`src/rtl/rv_pkg.sv`:
```
// Shared core constants: register address width, default data width, x0 index.
package rv_pkg;

  localparam int REG_ADDR_W = 5;
  localparam int XLEN_DEFAULT = 32;
  localparam logic [REG_ADDR_W-1:0] REG_X0 = '0;

endpackage

```
`src/rtl/rr_arbiter.sv`:
```
// Combinational round-robin arbiter: the request vector is rotated by ptr so the
// search starts there, the lowest set bit is found, and the offset is added back.
module rr_arbiter #(
  parameter int N = 3,
  localparam int IW = (N > 1) ? $clog2(N) : 1
) (
  input  logic [N-1:0]  req,
  input  logic [IW-1:0] ptr,
  output logic [N-1:0]  gnt,
  output logic [IW-1:0] gnt_idx
);

  logic [N-1:0]  rot;
  logic [IW-1:0] off;
  logic [IW:0]   sum;

  // Rotate via double-width shift, priority-encode, and map back to an index mod N.
  always_comb begin
    rot = N'({req, req} >> ptr);
    off = '0;
    for (int k = N - 1; k >= 0; k--) begin
      if (rot[k]) off = IW'(k);
    end
    sum = {1'b0, ptr} + {1'b0, off};
    if (sum >= (IW+1)'(N)) sum = sum - (IW+1)'(N);
    gnt_idx = sum[IW-1:0];
    gnt = '0;
    if (|req) gnt[gnt_idx] = 1'b1;
  end

endmodule

```
`src/rtl/wb_arbiter.sv`:
```
// Writeback arbiter: picks one offered register-file write per cycle in
// round-robin order and registers it onto the single RegFile write port.
module wb_arbiter
  import rv_pkg::*;
#(
  parameter int XLEN = XLEN_DEFAULT,
  parameter int NREQ = 3
) (
  input  logic                       clk,
  input  logic                       rst_n,
  input  logic [NREQ-1:0]            req_valid,
  input  logic [REG_ADDR_W*NREQ-1:0] req_rd,
  input  logic [XLEN*NREQ-1:0]       req_data,
  output logic [NREQ-1:0]            req_ready,
  output logic                       rd_w,
  output logic [REG_ADDR_W-1:0]      rd,
  output logic [XLEN-1:0]            rd_in
);

  localparam int PW = (NREQ > 1) ? $clog2(NREQ) : 1;

  logic [PW-1:0]         ptr_q, ptr_d;
  logic [PW-1:0]         gnt_idx;
  logic [NREQ-1:0]       gnt;
  logic                  accept;
  logic [REG_ADDR_W-1:0] sel_rd;
  logic [XLEN-1:0]       sel_data;
  logic                  rd_w_q, rd_w_d;
  logic [REG_ADDR_W-1:0] rd_q, rd_d;
  logic [XLEN-1:0]       rd_in_q, rd_in_d;

  rr_arbiter #(.N(NREQ)) u_rr (
    .req     (req_valid),
    .ptr     (ptr_q),
    .gnt     (gnt),
    .gnt_idx (gnt_idx)
  );

  // Nothing is accepted while reset is held, so a request cannot slip through.
  assign req_ready = rst_n ? gnt : '0;
  assign accept    = |req_ready;

  // Select the granted requester's address and data.
  always_comb begin
    sel_rd   = '0;
    sel_data = '0;
    for (int i = 0; i < NREQ; i++) begin
      if (gnt[i]) begin
        sel_rd   = req_rd[i*REG_ADDR_W +: REG_ADDR_W];
        sel_data = req_data[i*XLEN +: XLEN];
      end
    end
  end

  // Next pointer and output-stage values; x0 writes load rd/rd_in but never enable.
  always_comb begin
    ptr_d   = ptr_q;
    rd_w_d  = 1'b0;
    rd_d    = rd_q;
    rd_in_d = rd_in_q;
    if (accept) begin
      ptr_d   = (gnt_idx == PW'(NREQ - 1)) ? '0 : gnt_idx + PW'(1);
      rd_w_d  = (sel_rd != REG_X0);
      rd_d    = sel_rd;
      rd_in_d = sel_data;
    end
  end

  // Pointer and writeback stage registers with synchronous reset.
  always_ff @(posedge clk) begin
    if (!rst_n) begin
      ptr_q   <= '0;
      rd_w_q  <= 1'b0;
      rd_q    <= '0;
      rd_in_q <= '0;
    end else begin
      ptr_q   <= ptr_d;
      rd_w_q  <= rd_w_d;
      rd_q    <= rd_d;
      rd_in_q <= rd_in_d;
    end
  end

  assign rd_w  = rd_w_q;
  assign rd    = rd_q;
  assign rd_in = rd_in_q;

endmodule
```
`config.mk`:
```
export PLATFORM = sky130hd
export DESIGN_NAME = wb_arbiter
export DESIGN_NICKNAME = d
export VERILOG_FILES = /design/src/rtl/rv_pkg.sv /design/src/rtl/rr_arbiter.sv /design/src/rtl/wb_arbiter.sv
export SDC_FILE = /design/constraint.sdc
export NUM_CORES = 1
export LEC_CHECK = 0
export ABC_AREA = 1
export BUFFER_PORTS_ARGS = -buffer_cell sky130_fd_sc_hd__clkbuf_2
export CAP_MARGIN = 20
export CORE_MARGIN = 2
export CORE_UTILIZATION = 42
export DETAILED_ROUTE_END_ITERATION = 7
export GPL_TIMING_DRIVEN = 0
export MAX_ROUTING_LAYER = met4
export PLACE_DENSITY = 0.91
export SYNTH_ARGS = -nofsm -noshare
export SYNTH_HDL_FRONTEND = slang
export SYNTH_SLANG_ARGS = --single-unit
```
`constraint.sdc`:
```
create_clock -name clk -period 3.7 [get_ports clk]
set_clock_uncertainty 0.2 [all_clocks]
set_input_delay 0.37 -clock clk [delete_from_list [all_inputs] [get_ports clk]]
set_output_delay 0.37 -clock clk [all_outputs]
set_load 0.05 [all_outputs]
```
# == Word level (Yosys, flattened, before mapping) ==
# Cells that the tools add are included.
# totals
reg_bits,40
output_inout_bits,41
elab_cells,32
# op_classes
add_sub_neg,3
n_lt_le_gt_ge,3
n_eq_ne,1
shift,1
mux,15
reduce_logical,5
# ops
operator,count
$mux W32,3
$mux W5,3
$mux W2,5
$mux W3,2
$reduce_or A3 Y1,2
$shr A6 B2 Y3,1
$reduce_bool A5 Y1,1
$add A2 B2 Y3,1
$ge A3 B2 Y1 const B,1
$lt A2 B3 Y1 const B,1
$add A2 B1 Y2 const B,1
$demux W1 S2,1
$eq A2 B2 Y1 const B,1
$ge A2 B1 Y1 const B,1
$reduce_and A2 Y1,1
$sub A2 B2 Y2 const B,1
$logic_and A1 B1 Y1,1
$mux W1,1

# == Depth between registers and ports, before layout ==
# Gate-level depths: netlist of run 1.
# logic_depth
ltp_word,16
mapped_depth,24
ltp_nobuf,24

# == Modules after synthesis ==
# From an unflattened synthesis of run 1, not the netlist that was laid out.
# unflattened
cells_unflattened,361
hier_area_um2,2367.3
# by_module_without_submodules
mod,instances,cells_per_inst,area_per_inst_um2,seq_area_each_um2
wb_arbiter,1,315,2128.3,800.8
rr_arbiter,1,46,239.0,0.0

# == Worst setup path after synthesis of run 1 ==
# OpenSTA, ideal clock, no wires.
# synth_timing
kind,reg-to-output
from,reg ptr_q[0]
to,out req_ready[1]
t_arrival_ns,3.227
setup_slack_ns,-0.097
stages_incl_launch_ff,18
path_buffers,1
path_cell_list,dfxtp_1 o21ai_0 o21ai_0 inv_1 nor2_1 ha_1 inv_1 fa_1 inv_1 ha_1 nor2_2 nand2_1 nand2_2 nand2_4 nor2_8 buf_4 inv_1 nor2_1
# synth_between
elab_chain_len,13
word_cells_on_any_way,15
# synth_lines
item,line,rtl
start: declaration,wb_arbiter.sv:22,"logic [PW-1:0] ptr_q, ptr_d;"
start signal: assignment,wb_arbiter.sv:77,ptr_q <= ptr_d;
$shr A6 B2 Y3,rr_arbiter.sv:19,"rot = N'({req, req} >> ptr);"
$mux W2 (3 in series),rr_arbiter.sv:22,if (rot[k]) off = IW'(k);
$add A2 B2 Y3 (*),rr_arbiter.sv:24,"sum = {1'b0, ptr} + {1'b0, off};"
$ge A3 B2 Y1 or $sub A2 B2 Y2 (tied branches),rr_arbiter.sv:25,if (sum >= (IW+1)'(N)) sum = sum - (IW+1)'(N);
$mux W2 (*),rr_arbiter.sv:25,
$lt A2 B3 Y1 (implied by the code) or $ge A2 B1 Y1 (tied branches),rr_arbiter.sv:28,if (|req) gnt[gnt_idx] = 1'b1;
$logic_and A1 B1 Y1 (implied by the code),rr_arbiter.sv:28,
$mux W1 (implied by the code),rr_arbiter.sv:28,
$demux W1 S2 (*),--,
$mux W3 (*),rr_arbiter.sv:28,
$mux W3 (*),wb_arbiter.sv:40,assign req_ready = rst_n ? gnt : '0;
end: declaration,wb_arbiter.sv:14,"output logic [NREQ-1:0] req_ready,"
# Every way passes the cells marked *; elsewhere a longest branch is shown, timed or not.

# == Final worst setup path of run 1 ==
# Ends and elaborated chain as after synthesis.

==> parameters.txt, run 1 <==
Parameter                              Value

Outcome
  Status    finished clean

Global route
  Vias in the first global route    2648
  Total overflow reported by the global router    0
  Largest net degree at the start of global routing    16
  Global-route wire length before repair    11200 µm
  Gr usage total    23.5%
  Number of antenna violations at the first check in global routing    0

Synthesis
  Post-synthesis mux area share    0.427%
  Top cells by area in the synthesized netlist    sky130_fd_sc_hd__dfxtp_1 34%, sky130_fd_sc_hd__nand2_1 28%, sky130_fd_sc_hd__a21oi_1 7.3%
  Main combinational cell family by area after synthesis    simple AND/OR/NAND/NOR gates
  Adder-Cell Fraction of Synth Area    1.92%
  Number of warnings printed during yosys synthesis    0
  Biggest area consumer among synthesized cells    sky130_fd_sc_hd__dfxtp_1
  Post-synthesis simple-gate area fraction    39.5%
  #FFs+latches synth    40
  Per-instance average area after synthesis    6.44 µm²
  Syn_nets    483
  Share of the synthesized area in compound gates (AO/OA/AOI/OAI)    15.7%
  Cell count after synthesis    364
  Netlist Area Pre-Place    0.00234 mm²
  XOR/XNOR Fraction of Synth Area    0%
  Post-synthesis sequential area ratio    34.2%
  Portion of synthesized cell area occupied by the leading cell type    34.2%
  Count of cell types in the netlist    28

STA
  Setup ws final    0.0398 ns
  Pins Over Slew Limit    0
  RSZ-0062 raised after global routing    true
  Timing-limited maximum frequency    0.273 GHz
  Count of final hold-check violations    0
  Fin Setup TNS    0 ns
  Minimum period implied by the final worst setup slack    3.66 ns
  Max transition margin    63.6%
  Pin slew with the least headroom to its limit    0.546 ns
  Final setup violating endpoints    0
  Share of the clock period used by the worst path after layout    98.9%

Drt
  First-pass detailed-route iteration total    4
  Wire length reported by the detailed router    7340 µm
  Via count of the routed design    2979
  DR DRC count    0
  Initial drt markers    100
  Remaining antenna violation count    0
  Detailed-route vias per instance    4.84
  Routed length per placed instance    11.9 µm

Clock network
  Clock Sinks    40
  Clock Pin Slew Worst Setup and Hold Paths    0.08 ns
  Hold_buf cts    0
  Total clock buffers created by CTS    5
  Clock buffer depth    2
  CTS Root Buffer Type    sky130_fd_sc_hd__clkbuf_8
  CTS tree    built
  Clock insertion delay at the later pin of the skew report    0.29 ns
  Level count of the clock H-tree    2

Die
  Starting density of the core    43.1%
  Floorplan die height    78.7 µm
  Number of I/O pins    157
  Placeable core area    0.00544 mm²
  Number of placement rows    27
  Horizontal die dimension    78.7 µm
  Die footprint    0.00620 mm²

Power and ir drop
  Leakage power    1.90 nW
  Max VDD drop    0.782 mV
  Cell area power density    1280 mW/mm²
  Int Pwr    2.07 mW
  Switching share of power    54.1%
  Power share of the sequential group    14.5%
  Net switching component of the power    2.44 mW
  Comb power frac    77.6%
  Clock group share of total power    7.9%

Setup path
  Flop2flop setup slack    0.28 ns
  Critical Path Start Type    flip-flop
  Category of cells accounting for the largest share of critical-path delay    adder cells
  Critical path type    flip-flop to primary output
  Sequence of cells on the critical path    nand2_2 -> o21ai_2 -> nand2_1 -> o21ai_1 -> inv_1 -> nor2_2 -> ha_2 -> inv_2 -> fa_1 -> inv_2 -> ha_4 -> inv_2 -> nand4_1 -> nand2_4 -> inv_4 -> nor2_8 -> buf_8 -> inv_4 -> nor2_4 -> buf_8
  Slowest Stage Delay on Critical Path    0.53 ns
  Reg2reg end    rd_in[24]
  Number of buffers and inverters on the critical path    8
  R2r startpoint    ptr_q[0]
  Critical Path End Type    primary output
  CP arrival    3.09 ns
  Critical Path Sink    req_ready[1]
  Dominant cell type by count on the critical path    sky130_fd_sc_hd__inv_2
  Crit. path cell count    20
  Critical-path top delay cell    sky130_fd_sc_hd__fa_1
  Startpoint of the worst setup timing path    ptr_q[0]
  Worst reg-to-reg path cell count    22
  Maximum fanout count along the critical path    7
  Required time worst endpoint    3.13 ns

Layout
  Layout-stage area growth over the synthesis result    50.4%
  Post-route cell area    0.00353 mm²
  Fraction of layout instances using a drive strength above 1    42.3%
  Fillers    524
  Core occupancy in the finished layout    64.8%
  Antenna fix cells    0
  Fin nets    662
  Number of standard cells in the final layout excluding fillers    616

Placement
  Placed cell count    592
  Routability congestion estimate    0.778
  Placed cell area    0.00322 mm²
  Placement-stage worst setup slack    -0.257 ns
  HPWL reported at the end of detailed placement    5660 µm
  Count of port buffers added during placement    156

Min path
  Class of the tightest hold or removal check    input port to flip-flop

Job
  Max-cap check violation count    0
[worst reg2reg max path, cell delays in order, from the launching register on]
cell                      delay (ns)
sky130_fd_sc_hd__dfxtp_4        0.41
sky130_fd_sc_hd__nand2_2        0.07
sky130_fd_sc_hd__o21ai_2        0.06
sky130_fd_sc_hd__nand2_1        0.06
sky130_fd_sc_hd__o21ai_1        0.10
sky130_fd_sc_hd__inv_1          0.07
sky130_fd_sc_hd__nor2_2         0.10
sky130_fd_sc_hd__ha_2           0.17
sky130_fd_sc_hd__inv_2          0.04
sky130_fd_sc_hd__fa_1           0.53
sky130_fd_sc_hd__inv_2          0.07
sky130_fd_sc_hd__ha_4           0.18
sky130_fd_sc_hd__inv_2          0.05
sky130_fd_sc_hd__nand4_1        0.14
sky130_fd_sc_hd__nand2_4        0.15
sky130_fd_sc_hd__inv_4          0.06
sky130_fd_sc_hd__buf_4          0.13
sky130_fd_sc_hd__nand2_2        0.06
sky130_fd_sc_hd__nand2_4        0.09
sky130_fd_sc_hd__nor2_4         0.19
sky130_fd_sc_hd__buf_2          0.26
sky130_fd_sc_hd__nand2_1        0.09
sky130_fd_sc_hd__o21ai_1        0.07
[power groups by stage]
stage	registers, mW	clock network [mW]	logic [mW]
finish	0.652	0.357	3.50
global route	0.666	0.382	3.88
CTS	0.649	0.364	3.20
detailed placement	0.654	0	3.10
global placement	0.646	0	3.03
floorplan	1.04	0	2.02
[worst min-delay path by stage]
stage | slack [ns] | cells past startpoint | end | start
finish | 0.14 | 3 | rd_in[11] | req_data[75]
global route | 0.14 | 3 | rd_in[18] | req_data[82]
CTS | 0.13 | 3 | rd_in[14] | req_data[78]
detailed placement | 0.25 | 2 | rd_in[14] | rd_in[14]
global placement | 0.24 | 2 | rd_in[19] | rd_in[19]
floorplan | 0.29 | 2 | ptr_q[1] | ptr_q[1]
[synthesized netlist by cell type]
master / n
sky130_fd_sc_hd__buf_6: 3
sky130_fd_sc_hd__clkbuf_1: 1
sky130_fd_sc_hd__clkinv_2: 1
sky130_fd_sc_hd__o21ai_1: 24
sky130_fd_sc_hd__nand2_4: 4
sky130_fd_sc_hd__or2_1: 2
sky130_fd_sc_hd__fa_1: 1
sky130_fd_sc_hd__nor2_2: 1
sky130_fd_sc_hd__o21ai_2: 1
sky130_fd_sc_hd__buf_4: 7
sky130_fd_sc_hd__ha_1: 2
sky130_fd_sc_hd__nand2_1: 172
sky130_fd_sc_hd__nand2_2: 3
sky130_fd_sc_hd__nand3_1: 15
sky130_fd_sc_hd__inv_4: 1
sky130_fd_sc_hd__nand4_1: 4
sky130_fd_sc_hd__dfxtp_1: 40
sky130_fd_sc_hd__nor2_4: 2
sky130_fd_sc_hd__mux2i_1: 1
sky130_fd_sc_hd__inv_1: 14
sky130_fd_sc_hd__o21ai_0: 14
sky130_fd_sc_hd__nor2_1: 5
sky130_fd_sc_hd__nor3_4: 1
sky130_fd_sc_hd__buf_2: 4
sky130_fd_sc_hd__clkbuf_2: 1
sky130_fd_sc_hd__nor2_8: 2
sky130_fd_sc_hd__inv_2: 4
sky130_fd_sc_hd__a21oi_1: 34
[logic make-up after synthesis]
logic type                 Yosys count
AOI/OAI and AO/OA                   73
adders and majority gates            3
buffers and inverters               36
DFF                                 40
muxes                                1
and+or+nand+nor                    211
[metrics by stage]
stage | hold slack [ns] | total power [mW]
4_1_cts | 0.132 | 4.22
3_3_place_gp | 0.244 | 3.67
6_report | 0.137 | 4.51
2_1_floorplan | 0.293 | 3.06
5_1_grt | 0.144 | 4.93
3_5_place_dp | 0.251 | 3.75
[registers in the layout, summed over array words and instances, names as in the netlist]
name   flops
ptr_q      2
rd_in     32
rd_w       1
rd         5
[timing repair]
item                                    CTS  global route
endpoints found under the setup margin    3             3
pin swaps                                 5            12
gates resized for setup                  16            17
buffers inserted                          4            13
[metal layers]
layer / global-route usage (%) / vias up / routed length [µm]
li1: - / 1524 / -
met3: 5.45 / 7 / 554
met2: 43.6 / 122 / 3750
met5: - / - / 0
met4: 5.96 / 0 / 69
met1: 25.1 / 1326 / 2960
[layout make-up]
| cell class | count | area (µm²) | area share, % |
|---|---|---|---|
| clock inverters | 3 | 42.5 | 1.21 |
| repair buffers | 173 | 923 | 26.2 |
| multi-input cells | 288 | 1400 | 39.7 |
| inverters | 20 | 81.3 | 2.31 |
| well taps | 72 | 90.1 | 2.56 |
| plain buffers | 15 | 115 | 3.26 |
| clock buffers | 5 | 68.8 | 1.95 |
| flip-flops and latches | 40 | 806 | 22.9 |
[cells in the final DEF, fill, tap and decap left out, drive strengths merged]
cell and instances:
clkinvlp 1, nand4 4, or2 2, clkbuf 161
o21ai 39, a21oi 34, nor2 10, nand3 15
fa 1, clkinv 2, nor3 1, buf 32
inv 19, ha 2, mux2i 1, nand2 179
dfxtp 40, bufinv 1
Note: power is estimated with default switching activity, not from simulation.
==> run 2: changes to the inputs <==
==> constraint.sdc (replaced) <==
create_clock -name clk -period 4 [get_ports clk]
set_clock_uncertainty 0.2 [all_clocks]
set_input_delay 0.4 -clock clk [delete_from_list [all_inputs] [get_ports clk]]
set_output_delay 0.4 -clock clk [all_outputs]
set_load 0.05 [all_outputs]
==> run 2 against run 1 <==
Against the previous run: combinational power decreased by 17%; cell area decreased by 4.1%; sequential share of layout area increased by 0.94 points; cell count decreased by 2.3%; critical path depth decreased by 1; non-clock buffer count decreased by 14; sequential cell count unchanged; clock power about the same; first-iteration DRC count decreased by 35%; global-route usage about the same; highest routed layer unchanged; register-to-register slack improved by 0.26 ns; clock-buffer cell count increased by 2.
==> parameters.txt, run 2 (synthesis results as in run 1) <==
Parameter                              Value

Die
  Number of placement rows    27 (unchanged)
  Horizontal die dimension    78.7 µm (unchanged)
  Placeable core area    0.00544 mm² (unchanged)
  Number of I/O pins    157 (unchanged)
  Starting density of the core    43.1% (unchanged)
  Die footprint    0.00620 mm² (unchanged)
  Floorplan die height    78.7 µm (unchanged)

Setup path
  R2r startpoint    ptr_q[0]
  Critical Path End Type    primary output
  CP arrival    3.19 ns (+0.10 ns)
  Flop2flop setup slack    0.54 ns (+0.26 ns)
  Critical Path Start Type    flip-flop
  Critical Path Sink    req_ready[1]
  Required time worst endpoint    3.40 ns (+0.27 ns)
  Worst reg-to-reg path cell count    21 (-4.5%)
  Startpoint of the worst setup timing path    ptr_q[0]
  Reg2reg end    rd_in[23]
  Critical path type    flip-flop to primary output
  Maximum fanout count along the critical path    11 (+4)

Global route
  Gr usage total    23.5% (about the same)
  Global-route wire length before repair    11300 µm (+0.79%)
  Number of antenna violations at the first check in global routing    0 (unchanged)
  Total overflow reported by the global router    0 (unchanged)
  Largest net degree at the start of global routing    16 (unchanged)
  Vias in the first global route    2650 (+0.076%)

STA
  Setup ws final    0.214 ns (+0.174 ns)
  Pins Over Slew Limit    0 (unchanged)
  Share of the clock period used by the worst path after layout    94.7%
  Fin Setup TNS    0 ns (unchanged)
  Pin slew with the least headroom to its limit    0.427 ns (-0.119 ns)
  Minimum period implied by the final worst setup slack    3.79 ns
  Final setup violating endpoints    0 (unchanged)
  RSZ-0062 raised after global routing    true
  Count of final hold-check violations    0 (unchanged)
  Max transition margin    71.5% (+8.0 points)
  Timing-limited maximum frequency    0.264 GHz

Layout
  Fin nets    648 (-2.1%)
  Antenna fix cells    0 (unchanged)
  Layout-stage area growth over the synthesis result    44.2%
  Max reg flops    32 (unchanged)
  Leading cell type in the layout, fill and taps excluded    sky130_fd_sc_hd__nand2_1
  Fraction of layout instances using a drive strength above 1    38.5% (-3.8 points)
  Most used cells in the layout excluding fill and tap cells    172 x sky130_fd_sc_hd__nand2_1, 154 x sky130_fd_sc_hd__clkbuf_2, 39 x sky130_fd_sc_hd__dfxtp_1
  Core occupancy in the finished layout    62.2% (-2.7 points)

Power and ir drop
  Final Total Pwr    3.88 mW (-14%)
  Max VDD drop    0.654 mV (-16%)
  Cell area power density    1150 mW/mm² (-10%)
  Leakage power    1.84 nW (-3.4%)

Placement
  Count of port buffers added during placement    156 (unchanged)
  Placement-stage worst setup slack    -0.0369 ns (+0.220 ns)
  HPWL reported at the end of detailed placement    5790 µm (+2.3%)
  Routability congestion estimate    0.774 (-0.60%)

Clock network
  Level count of the clock H-tree    2 (unchanged)
  Hold_buf cts    0 (unchanged)
  Total clock buffers created by CTS    5 (unchanged)
  CTS Root Buffer Type    sky130_fd_sc_hd__clkbuf_8
  CTS tree    built
  Clock Pin Slew Worst Setup and Hold Paths    0.08 ns (about the same)
  Clock buffer depth    2 (unchanged)
  Clock Sinks    40 (unchanged)
  Clock insertion delay at the later pin of the skew report    0.29 ns (about the same)

Drt
  DR DRC count    0 (unchanged)
  Via count of the routed design    2886 (-3.1%)
  Remaining antenna violation count    0 (unchanged)
  Wire length reported by the detailed router    7200 µm (-1.8%)
  Routed length per placed instance    12.0 µm (+0.46%)
  First-pass detailed-route iteration total    4 (unchanged)
  Initial drt markers    65 (-35%)
  Detailed-route vias per instance    4.79 (-0.87%)

Min path
  Class of the tightest hold or removal check    input port to flip-flop

Job
  Max-cap check violation count    0 (unchanged)

Outcome
  Status    finished clean
-- run 2: routing by layer --
layer / part of all wire, % / track usage, % / routed length [µm] / vias to the layer above
met4: 1.2 / 7.19 / 85 / 0
met5: 0 / - / 0 / -
met1: 41 / 25.9 / 2950 / 1281
met2: 51 / 42.2 / 3660 / 104
li1: - / - / - / 1492
met3: 7.1 / 5.23 / 509 / 9
-- run 2: worst min path at each step --
stage,from,endpoint,depth (start not counted)
finish,req_data[77],rd_in[13],3
global route,req_data[77],rd_in[13],3
floorplan,ptr_q[1],ptr_q[1],2
detailed placement,rd_in[17],rd_in[17],2
CTS,req_data[81],rd_in[17],3
global placement,rd_in[11],rd_in[11],2
-- run 2: where the power goes --
group | switching (mW) | total [mW] | internal (mW)
clock | 0.140 | 0.360 | 0.220
combinational | 1.96 | 2.92 | 0.960
sequential | 0.0635 | 0.599 | 0.535
-- run 2: layout make-up --
| type | count | area [µm²] |
|---|---|---|
| tap | 72 | 90.1 |
| multi-input combinational | 288 | 1360 |
| timing repair buffer | 160 | 825 |
| clock inverter | 1 | 30.0 |
| sequential | 40 | 805 |
| inverter | 20 | 78.8 |
| fill | 529 | 2060 |
| buffer | 14 | 100 |
| clock buffer | 7 | 96.3 |
-- run 2: critical path, cell delays in order, from the launching register on --
cell,delay [ns]
sky130_fd_sc_hd__dfxtp_4,0.40
sky130_fd_sc_hd__nand2_1,0.08
sky130_fd_sc_hd__o21ai_2,0.07
sky130_fd_sc_hd__nand2_1,0.06
sky130_fd_sc_hd__o21ai_1,0.10
sky130_fd_sc_hd__inv_1,0.05
sky130_fd_sc_hd__nor2_1,0.09
sky130_fd_sc_hd__ha_1,0.15
sky130_fd_sc_hd__inv_1,0.04
sky130_fd_sc_hd__fa_1,0.52
sky130_fd_sc_hd__inv_1,0.08
sky130_fd_sc_hd__ha_2,0.20
sky130_fd_sc_hd__nor2_2,0.13
sky130_fd_sc_hd__nand2_1,0.08
sky130_fd_sc_hd__nand2_2,0.12
sky130_fd_sc_hd__nand2_4,0.11
sky130_fd_sc_hd__nor2_8,0.19
sky130_fd_sc_hd__inv_1,0.07
sky130_fd_sc_hd__nor2_1,0.13
sky130_fd_sc_hd__clkbuf_8,0.20
-- run 2: metrics by stage --
stage | hold WS, ns | cell area [µm²] | instances
final | 0.168 | 3380 | 602
after global routing | 0.169 | 3380 | 602
after CTS | 0.165 | 3350 | 600
after detailed placement | 0.249 | 3220 | 592
after global placement | 0.243 | 3220 | 592
after floorplan | 0.293 | 2340 | 364
-- run 2: what timing repair did --
action | 4_1_cts | 5_1_grt
setup buffers | 1 | 3
endpoints found under the hold margin | 0 | 0
pin swaps | 1 | 3
endpoints found under the setup margin | 2 | 3
gates resized for setup | 6 | 8
==> run 3: changes to the inputs <==
--- a/config.mk
+++ b/config.mk
@@ -14,6 +14,7 @@
 export GPL_TIMING_DRIVEN = 0
 export MAX_ROUTING_LAYER = met4
 export PLACE_DENSITY = 0.91
+export SETUP_SLACK_MARGIN = 0.4
 export SYNTH_ARGS = -nofsm -noshare
 export SYNTH_HDL_FRONTEND = slang
 export SYNTH_SLANG_ARGS = --single-unit
==> run 3 against run 2 <==
Against the previous run: sequential cell count unchanged; global-route usage is 0.27 points lower; cell count up 2.2%; total power is 8.6% higher; via count increased by 3.6%; critical path depth up 1; non-clock buffer count increased by 13; highest routed layer unchanged; combinational power is 15% higher; cell area up 4.7%; die area unchanged; sequential share of layout area down 1.0 points; setup slack improved by 0.16 ns.
==> parameters.txt, run 3 (synthesis results as in run 1) <==
Parameter                              Value

Outcome
  Status    finished clean

Setup path
  Required time worst endpoint    3.40 ns (about the same)
  Critical Path Start Type    flip-flop
  Maximum fanout count along the critical path    7 (-4)
  Critical path type    flip-flop to primary output
  Critical Path End Type    primary output
  CP arrival    3.03 ns (-0.16 ns)

Power and ir drop
  Leakage power    1.91 nW (+4.0%)
  Int Pwr    1.92 mW (+12%)
  Max VDD drop    0.702 mV (+7.4%)
  Switching share of power    54.6% (-1.2 points)
  Comb power frac    79.5% (+4.2 points)
  Net switching component of the power    2.30 mW (+6.2%)
  Cell area power density    1190 mW/mm² (+3.8%)
  Clock group share of total power    6.3% (-3.0 points)
  Power share of the sequential group    14.2% (-1.2 points)

Clock network
  Hold_buf cts    0 (unchanged)
  Level count of the clock H-tree    2 (unchanged)
  Clock Pin Slew Worst Setup and Hold Paths    0.08 ns (about the same)
  Clock insertion delay at the later pin of the skew report    0.29 ns (about the same)
  CTS tree    built
  Clock Sinks    40 (unchanged)
  Clock buffer depth    2 (unchanged)
  CTS Root Buffer Type    sky130_fd_sc_hd__clkbuf_8
  Total clock buffers created by CTS    5 (unchanged)

Layout
  Most used cells in the layout excluding fill and tap cells    171 x sky130_fd_sc_hd__nand2_1, 154 x sky130_fd_sc_hd__clkbuf_2, 38 x sky130_fd_sc_hd__dfxtp_1
  Antenna fix cells    0 (unchanged)
  Fin nets    661 (+2.0%)
  Fraction of layout instances using a drive strength above 1    41.3% (+2.8 points)
  Fillers    499 (-5.7%)
  Multi-input gate area    0.00141 mm² (+3.6%)
  Leading cell type in the layout, fill and taps excluded    sky130_fd_sc_hd__nand2_1
  Post-route cell area    0.00354 mm² (+4.7%)
  Layout-stage area growth over the synthesis result    50.9%
  Max reg flops    32 (unchanged)
  Footprint of the flip-flops and latches    806 µm² (+0.16%)

Drt
  Initial drt markers    74 (+14%)
  Detailed-route vias per instance    4.86 (+1.4%)
  Via count of the routed design    2991 (+3.6%)
  Routed length per placed instance    12.0 µm (+0.59%)
  Wire length reported by the detailed router    7400 µm (+2.8%)
  Remaining antenna violation count    0 (unchanged)
  First-pass detailed-route iteration total    4 (unchanged)
  DR DRC count    0 (unchanged)

Placement
  Count of port buffers added during placement    156 (unchanged)
  Placement-stage worst setup slack    -0.0722 ns (-0.0353 ns)
  HPWL reported at the end of detailed placement    5650 µm (-2.5%)
  Placed cell area    0.00323 mm² (+0.31%)
  Routability congestion estimate    0.807 (+4.4%)

Die
  Number of I/O pins    157 (unchanged)
  Starting density of the core    43.1% (unchanged)
  Number of placement rows    27 (unchanged)
  Die footprint    0.00620 mm² (unchanged)
  Floorplan die height    78.7 µm (unchanged)
  Horizontal die dimension    78.7 µm (unchanged)
  Placeable core area    0.00544 mm² (unchanged)

STA
  Worst hold margin    0.162 ns (-0.00596 ns)
  Setup ws final    0.374 ns (+0.161 ns)
  Minimum period implied by the final worst setup slack    3.63 ns (-0.161 ns)
  Pin slew with the least headroom to its limit    0.559 ns (+0.132 ns)
  Final setup violating endpoints    0 (unchanged)
  Share of the clock period used by the worst path after layout    90.6% (-4.0 points)
  Count of final hold-check violations    0 (unchanged)
  Pins Over Slew Limit    0 (unchanged)
  Max transition margin    62.8% (-8.8 points)
  RSZ-0062 raised after global routing    true
  Timing-limited maximum frequency    0.276 GHz (+4.4%)

Global route
  Met1 global-route usage    24.6% (-1.3 points)
  Largest net degree at the start of global routing    14 (-2)
  Highest-utilization routing layer at the global route stage    met2
  Vias in the first global route    2586 (-2.4%)
  Met2 usage in global routing    43.3% (+1.1 points)
  Met3 Usage GRT    4.89% (-0.34 points)
  Number of antenna violations at the first check in global routing    0 (unchanged)
  Total overflow reported by the global router    0 (unchanged)
  Gr usage total    23.2% (-0.27 points)
  Global-route wire length before repair    11200 µm (-0.79%)

Job
  Max-cap check violation count    0 (unchanged)

Min path
  Class of the tightest hold or removal check    input port to flip-flop
[run 3: metrics by stage]
| step | power, mW | utilization [%] | std cells | TNS (ns) |
|---|---|---|---|---|
| 5_1_grt | 4.59 | 65.1 | 615 | 0 |
| 2_1_floorplan | 2.84 | - | 364 | 0 |
| 4_1_cts | 4.10 | 64.2 | 614 | 0 |
| 3_5_place_dp | 3.47 | 59.3 | 592 | -0.0722 |
| 6_report | 4.22 | 65.1 | 615 | 0 |
| 3_3_place_gp | 3.38 | 59.3 | 592 | 0 |
[run 3: power groups by stage]
stage / Combinational, mW / Sequential, mW / Clock (mW)
finish: 3.35 / 0.599 / 0.265
global route: 3.70 / 0.610 / 0.286
CTS: 3.23 / 0.597 / 0.270
detailed placement: 2.87 / 0.603 / 0
global placement: 2.78 / 0.597 / 0
floorplan: 1.88 / 0.960 / 0
[run 3: layout make-up]
cell class              count  share of cell area, %
plain buffers              16                   3.47
clock buffers               5                   1.94
clock inverters             3                  0.530
inverters                  20                   2.23
multi-input cells         288                   39.7
flip-flops and latches     40                   22.8
well taps                  72                   2.55
repair buffers            171                   26.8
[run 3: repair_timing]
| item | CTS | global route |
|---|---|---|
| endpoints found under the hold margin | 0 | 0 |
| resized for setup | 19 | 12 |
| pin swaps | 8 | 4 |
| buffers inserted | 14 | 1 |
| endpoints found under the setup margin | 3 | 3 |
[run 3: per-layer routing]
metal | up-vias | part of all wire [%]
met2 | 138 | 51
met3 | 14 | 7.5
met1 | 1317 | 40
met5 | - | 0
li1 | 1522 | -
met4 | 0 | 1.6
[run 3: worst paths after layout]
path	startpoint	to	slack, ns	cells after the start
worst max-delay path	ptr_q[0]	req_ready[1]	0.37	20
worst min-delay path	req_data[80]	rd_in[16]	0.16	3
worst max register to register	ptr_q[0]	rd_in[25]	0.60	20
worst min register to register	rd_in[31]	rd_in[31]	0.26	2
[run 3: critical path: stages (launching register included)]
cell and delay [ns]:
sky130_fd_sc_hd__dfxtp_4 0.39, sky130_fd_sc_hd__nand2_1 0.07, sky130_fd_sc_hd__o21ai_2 0.07, sky130_fd_sc_hd__nand2_1 0.10
sky130_fd_sc_hd__o21ai_2 0.08, sky130_fd_sc_hd__buf_4 0.13, sky130_fd_sc_hd__buf_4 0.09, sky130_fd_sc_hd__nand3_1 0.09
sky130_fd_sc_hd__fa_1 0.50, sky130_fd_sc_hd__inv_2 0.10, sky130_fd_sc_hd__ha_4 0.17, sky130_fd_sc_hd__inv_2 0.04
sky130_fd_sc_hd__nand3_1 0.08, sky130_fd_sc_hd__nand2_1 0.06, sky130_fd_sc_hd__nand2_2 0.10, sky130_fd_sc_hd__nand2_4 0.10
sky130_fd_sc_hd__nor2_8 0.13, sky130_fd_sc_hd__buf_6 0.10, sky130_fd_sc_hd__inv_1 0.06, sky130_fd_sc_hd__nor2_4 0.10
sky130_fd_sc_hd__buf_8 0.15
